`config.mk`:
```
export PLATFORM = sky130hd
export DESIGN_NAME = mem_port_arbiter
export DESIGN_NICKNAME = d
export VERILOG_FILES = /design/src/rtl/mem_port_arbiter.sv
export SDC_FILE = /design/constraint.sdc
export NUM_CORES = 1
export LEC_CHECK = 0
export BUFFER_PORTS_ARGS = -buffer_cell sky130_fd_sc_hd__buf_2
export CAP_MARGIN = 10
export CORE_AREA = 4 4 116 118
export CTS_CLUSTER_DIAMETER = 100
export DETAILED_ROUTE_END_ITERATION = 10
export DIE_AREA = 0 0 120 122
export PLACE_DENSITY_LB_ADDON = 0.3
export SLEW_MARGIN = 15
export SYNTH_ARGS = -nofsm -noshare
export SYNTH_HDL_FRONTEND = slang
export SYNTH_SLANG_ARGS = --single-unit
```
`constraint.sdc`:
```
create_clock -name clk -period 1.54 [get_ports clk]
set_input_delay 0.231 -clock clk [delete_from_list [all_inputs] [get_ports clk]]
set_output_delay 0.231 -clock clk [all_outputs]
set_load 0.01 [all_outputs]
```
`src/rtl/mem_port_arbiter.sv`:
```
// -----------------------------------------------------------------------------
// mem_port_arbiter
//
// Purpose:
//   Merges two requesters onto a single req/gnt/rvalid memory port using
//   round-robin arbitration. An outstanding-ID FIFO records which master
//   issued each accepted request, so every in-order response (rvalid/rdata)
//   is routed back to its owner. Request and response paths are purely
//   combinational, so the arbiter adds no latency.
//
// Ports:
//   clk, rst_n                     clock, asynchronous active-low reset
//   m0_* / m1_*                    master-side req/gnt/rvalid/addr/we/wdata/rdata
//   mem_req_o, mem_gnt_i           memory-side request handshake
//   mem_rvalid_i, mem_rdata_i      memory-side response
//   mem_addr_o, mem_we_o,
//   mem_wdata_o                    muxed request payload of the winner
//   err_o                          sticky: response seen with nothing outstanding
// -----------------------------------------------------------------------------
module mem_port_arbiter #(
    parameter int ADDR_WIDTH      = 32,
    parameter int DATA_WIDTH      = 32,
    parameter int MAX_OUTSTANDING = 2
) (
    input  logic                  clk,
    input  logic                  rst_n,

    input  logic                  m0_req_i,
    output logic                  m0_gnt_o,
    output logic                  m0_rvalid_o,
    input  logic [ADDR_WIDTH-1:0] m0_addr_i,
    input  logic                  m0_we_i,
    input  logic [DATA_WIDTH-1:0] m0_wdata_i,
    output logic [DATA_WIDTH-1:0] m0_rdata_o,

    input  logic                  m1_req_i,
    output logic                  m1_gnt_o,
    output logic                  m1_rvalid_o,
    input  logic [ADDR_WIDTH-1:0] m1_addr_i,
    input  logic                  m1_we_i,
    input  logic [DATA_WIDTH-1:0] m1_wdata_i,
    output logic [DATA_WIDTH-1:0] m1_rdata_o,

    output logic                  mem_req_o,
    input  logic                  mem_gnt_i,
    input  logic                  mem_rvalid_i,
    output logic [ADDR_WIDTH-1:0] mem_addr_o,
    output logic                  mem_we_o,
    output logic [DATA_WIDTH-1:0] mem_wdata_o,
    input  logic [DATA_WIDTH-1:0] mem_rdata_i,

    output logic                  err_o
);

    // MAX_OUTSTANDING is a power of two, so pointers wrap naturally.
    localparam int PTR_W = $clog2(MAX_OUTSTANDING);
    localparam int CNT_W = $clog2(MAX_OUTSTANDING + 1);

    localparam logic [CNT_W-1:0] CNT_FULL = CNT_W'(MAX_OUTSTANDING);
    localparam logic [CNT_W-1:0] CNT_ZERO = {CNT_W{1'b0}};
    localparam logic [CNT_W-1:0] CNT_ONE  = {{(CNT_W-1){1'b0}}, 1'b1};

    typedef enum logic {
        MASTER_0 = 1'b0,
        MASTER_1 = 1'b1
    } master_id_t;

    // Advance a FIFO pointer by one, wrapping modulo the (power-of-two) depth.
    function automatic logic [PTR_W-1:0] ptr_inc(input logic [PTR_W-1:0] ptr);
        return ptr + {{(PTR_W-1){1'b0}}, 1'b1};
    endfunction

    // ---------------------------------------------------------------------
    // State
    // ---------------------------------------------------------------------
    master_id_t                 rr_r;        // last handshake winner
    logic [MAX_OUTSTANDING-1:0] id_fifo_r;   // one ID bit per outstanding slot
    logic [PTR_W-1:0]           wptr_r;
    logic [PTR_W-1:0]           rptr_r;
    logic [CNT_W-1:0]           count_r;
    logic                       err_r;

    // ---------------------------------------------------------------------
    // Combinational signals
    // ---------------------------------------------------------------------
    logic       full_s;
    logic       win_valid_s;
    master_id_t win_id_s;
    logic       push_s;
    logic       pop_s;
    logic       spurious_s;
    master_id_t head_id_s;

    // Outstanding-window status from registered count only; a response
    // popping this cycle does not reopen the window until the next cycle.
    always_comb begin
        full_s     = (count_r == CNT_FULL);
        pop_s      = mem_rvalid_i & (count_r != CNT_ZERO);
        spurious_s = mem_rvalid_i & (count_r == CNT_ZERO);
        head_id_s  = master_id_t'(id_fifo_r[rptr_r]);
    end

    // Round-robin winner selection: on contention the master that did not
    // win the previous handshake goes first.
    always_comb begin
        win_valid_s = 1'b0;
        win_id_s    = MASTER_0;
        if (!full_s) begin
            case ({m1_req_i, m0_req_i})
                2'b01: begin
                    win_valid_s = 1'b1;
                    win_id_s    = MASTER_0;
                end
                2'b10: begin
                    win_valid_s = 1'b1;
                    win_id_s    = MASTER_1;
                end
                2'b11: begin
                    win_valid_s = 1'b1;
                    win_id_s    = (rr_r == MASTER_0) ? MASTER_1 : MASTER_0;
                end
                default: begin
                    win_valid_s = 1'b0;
                    win_id_s    = MASTER_0;
                end
            endcase
        end else begin
            win_valid_s = 1'b0;
            win_id_s    = MASTER_0;
        end
    end

    // Request payload mux; master 0 is presented when nobody wins so the
    // bus has a defined value.
    always_comb begin
        mem_req_o   = win_valid_s;
        mem_addr_o  = m0_addr_i;
        mem_we_o    = m0_we_i;
        mem_wdata_o = m0_wdata_i;
        if (win_valid_s && (win_id_s == MASTER_1)) begin
            mem_addr_o  = m1_addr_i;
            mem_we_o    = m1_we_i;
            mem_wdata_o = m1_wdata_i;
        end else begin
            mem_addr_o  = m0_addr_i;
            mem_we_o    = m0_we_i;
            mem_wdata_o = m0_wdata_i;
        end
    end

    // Grants and push qualification from the memory handshake.
    always_comb begin
        push_s   = win_valid_s & mem_gnt_i;
        m0_gnt_o = push_s & (win_id_s == MASTER_0);
        m1_gnt_o = push_s & (win_id_s == MASTER_1);
    end

    // Response routing: data fans out to both masters, only rvalid marks
    // the owner taken from the FIFO head.
    always_comb begin
        m0_rvalid_o = pop_s & (head_id_s == MASTER_0);
        m1_rvalid_o = pop_s & (head_id_s == MASTER_1);
        m0_rdata_o  = mem_rdata_i;
        m1_rdata_o  = mem_rdata_i;
        err_o       = err_r;
    end

    // Round-robin pointer: reset to master 1 so master 0 wins first.
    always_ff @(posedge clk or negedge rst_n) begin
        if (!rst_n) begin
            rr_r <= MASTER_1;
        end else if (push_s) begin
            rr_r <= win_id_s;
        end else begin
            rr_r <= rr_r;
        end
    end

    // Outstanding-ID storage written at the write pointer on each handshake.
    always_ff @(posedge clk or negedge rst_n) begin
        if (!rst_n) begin
            id_fifo_r <= {MAX_OUTSTANDING{1'b0}};
        end else if (push_s) begin
            id_fifo_r[wptr_r] <= win_id_s;
        end else begin
            id_fifo_r <= id_fifo_r;
        end
    end

    // FIFO pointers and occupancy; simultaneous push and pop keeps count.
    always_ff @(posedge clk or negedge rst_n) begin
        if (!rst_n) begin
            wptr_r  <= {PTR_W{1'b0}};
            rptr_r  <= {PTR_W{1'b0}};
            count_r <= CNT_ZERO;
        end else begin
            if (push_s) begin
                wptr_r <= ptr_inc(wptr_r);
            end else begin
                wptr_r <= wptr_r;
            end
            if (pop_s) begin
                rptr_r <= ptr_inc(rptr_r);
            end else begin
                rptr_r <= rptr_r;
            end
            case ({push_s, pop_s})
                2'b10:   count_r <= count_r + CNT_ONE;
                2'b01:   count_r <= count_r - CNT_ONE;
                default: count_r <= count_r;
            endcase
        end
    end

    // Sticky error: a response arrived while nothing was outstanding.
    always_ff @(posedge clk or negedge rst_n) begin
        if (!rst_n) begin
            err_r <= 1'b0;
        end else if (spurious_s) begin
            err_r <= 1'b1;
        end else begin
            err_r <= err_r;
        end
    end

endmodule

```
==> metrics.md <==
| Metric | Value |
|---|---|
| Fillers | `1312` |
| Area of the multi-input gates | `1180 sq um` |
| Standby leakage power | `1.88 nW` |
| Critical path launch point type | `register` |
| Mapped cell area | `1790 sq um` |
| Remaining antenna violation count after routing | `0` |
| Full die area | `14600 sq um` |
| Unrepaired setup endpoints after global routing | `yes` |
| Initial antenna violation count | `0` |
| Cell types with the largest area share after synthesis | `buf_4 27%, mux2_2 25%, mux2_4 23%` |
| Horizontal die dimension | `120 um` |
| Data required time of the critical path | `1.31 ns` |
| Register Area | `201 sq um` |
| Result of the run | `finished, violations left` |
| Final Hold Violating Endpoints | `0` |
| Number of placement rows | `41` |
| Primary FF master, synth | `dfrtp_1` |
| Number of synthesis warnings | `0` |
| Post-synthesis area per instance | `10.2 sq um` |
| Post-detail-place hpwl | `5.70 mm` |
| Combined global-route utilization of all metal layers | `8.79%` |
| Clock buffer depth | `2` |
| Worst endpoint data arrival time | `1.68 ns` |
| Number of vias per cell after detailed routing | `3.69` |
| Fraction of post-synthesis cell area in the top cell type by area | `26.8%` |
| Min Tclk post-route | `1.92 ns` |
| Measured slew at the worst slew-check pin | `0.185 ns` |
| Maximum single-stage delay on the critical path | `0.53 ns` |
| Placeable Area | `12500 sq um` |
| Share of synthesized area occupied by flip-flops and latches | `11.3%` |
| Synthesized instance count | `175` |
| Leftover overflow at the end of global routing | `0` |
| Final GP Congestion | `0.741` |
| Distinct cells, synth | `23` |
| Global-route wire length before repair | `10.3 mm` |
| Clock latency on the worst-skew pair | `0.23 ns` |
| Worst rel slew slack | `87.3%` |
| Number of port buffers | `206` |
| Average wire length per cell after detail routing | `14.6 um` |
| Cell with the largest stage delay on the worst path | `dfstp_2` |
| Ratio of final minimum period to clock period | `124%` |
| First-iteration detailed-routing DRC count | `43` |
| Combined buffer and inverter count along the critical path | `3` |
| Routed Wire Length | `7.47 mm` |
| Initial core utilization | `14.4%` |
| Count of endpoints failing setup in the final report | `67` |
| H-tree lvl count | `1` |
| Cells along the critical path | `nand2_2 -> nand3_4 -> buf_12 -> clkbuf_16 -> mux2_4 -> buf_6` |
| Max Clock Freq | `522 MHz` |
| Count of flip-flops with a built-in enable after synthesis | `0` |
| CP max FO | `5` |
| Clk sink count | `8` |
| Clock edge transition at the registers on the reported setup and hold paths | `0.04 ns` |
| Worst-case setup margin in the final layout | `-0.375 ns` |
| Final nets | `509` |
| Number of global-route vias before repair | `2063` |
| Most common cell in the netlist | `buf_4` |
| Type of the most critical hold path | `input port to register` |
| Worst hold slack after final layout | `0.248 ns` |
| Maximum number of pins on one net before global-route repair | `12` |
| Fin area | `3440 sq um` |
| Count of unresolved DRC violations after routing | `0` |
| Layout cells sized above 1 | `90.6%` |
| I/O pin count | `303` |
| Max-slew violation count | `0` |
| Power per unit of standard cell area | `1260 nW/um^2` |
| Count of vias placed by the detailed router | `1887` |
| Failing checks | `setup timing` |
| TritonCTS buffer count | `3` |
| Type of the worst setup path | `register to output pin` |
| Total placed instance area | `2610 sq um` |
| P&R area growth vs syn | `92.0%` |
| Element type at the critical path end | `output pin` |
| Net Count, Synth | `344` |
| Die height | `122 um` |
| CP delay by family, top | `flip-flops` |
| Buffer cell driving the clock tree root | `clkbuf_16` |
| Max-capacitance violation count | `0` |
| Async SR Flop Fraction | `100%` |
| Setup clock skew after layout | `0.00411 ns` |
| Final cell utilization of the core | `27.6%` |
| Cell type contributing the most total cell area after synthesis | `buf_4` |
| TritonCTS clock tree | `done` |
| Length of the first detailed-routing pass in iterations | `4` |
| #FFs+latches synth | `8` |
| Most frequent cells after synthesis | `64 x buf_4, 39 x mux2_2, 28 x mux2_4` |
| Worst IR Drop VDD | `0.528 mV` |
==> metrics by stage <==
stage	std cells	TNS, ns	setup WS [ns]	power (mW)
after detailed placement	492	-8.68	-0.165	2.72
after global placement	492	-6.96	-0.135	2.70
after floorplan	175	0	0.0152	2.06
final	512	-22.98	-0.375	4.34
after global routing	511	-27.74	-0.450	4.60
after CTS	508	-24.68	-0.420	4.21
==> placed cells by master (no fill, tap or decap), types with 2 or more instances in the layout <==
cell,count
mux2_4,55
mux2_2,12
o31ai_1,2
dfrtp_1,7
nor2b_1,2
inv_1,2
nor2_1,5
xnor2_1,4
buf_16,5
clkbuf_16,4
buf_4,7
buf_2,151
buf_6,62
buf_12,3
==> state kept, by name, summed over array words and instances, names as in the netlist <==
register / cells
rptr_r: 1
rr_r: 1
count_r: 2
err_o: 1
id_fifo_r: 2
wptr_r: 1
==> worst register-to-register path, stage by stage, from the launching register on <==
cell and delay, ns:
dfrtp_1 0.40, buf_4 0.17, o21ai_4 0.14, inv_1 0.06, ha_1 0.31, nor2_1 0.13
xor2_1 0.15
==> final cells by class <==
| cell class | instances | share of cell area, % |
|---|---|---|
| inverters | 2 | 0.218 |
| well taps | 172 | 6.26 |
| diodes | 1 | 0.0728 |
| clock buffers | 4 | 2.29 |
| flip-flops and latches | 8 | 5.86 |
| repair buffers | 231 | 51.0 |
| multi-input cells | 94 | 34.3 |
==> where the power goes <==
part	switching (mW)	total, mW	internal (mW)
clock	0.113	0.459	0.346
combinational	1.30	3.49	2.19
sequential	0.0688	0.385	0.316
total	1.48	4.34	2.86
==> layer usage <==
layer	GRT usage, %	wire length, um	part of all wire, %
met5	0	0	0
met2	15.3	3780	51
met4	1.72	63	0.84
met3	4.78	1050	14
met1	9.52	2580	35
==> final timing paths <==
check,startpoint,to,slack [ns],cells after the start
max reg2reg,count_r[1],count_r[1],0.11,6
max in group asynchronous,rst_n,rr_r,0.91,2
min in group asynchronous,rst_n,err_o,0.38,2
min,mem_rvalid_i,err_o,0.25,2
max,rr_r,mem_addr_o[23],-0.38,6
min reg2reg,err_o,err_o,0.45,1
==> repair_timing <==
item	in CTS	in global routing
setup endpoints to repair	70	70
setup buffers	8	4
cloned	5	1
hold buffers	1	0
resized for setup	92	18
pin swaps	2	3
hold endpoints to repair	7	0
==> cell families (layout without fill, tap and decap cells) <==
group / Yosys count / in the layout / share of synthesized area [%]
buffers and inverters: 73 / 237 / 30.6
muxes: 68 / 68 / 48.6
and+or+nand+nor: 15 / 15 / 4.40
DFF: 8 / 8 / 11.3
AOI/OAI and AO/OA: 5 / 5 / 2.03
xor gates and xnor gates: 5 / 5 / 2.45
adders and majority gates: 1 / 1 / 0.699
other: 0 / 1 / 0
(Power assumes the default switching activity.)
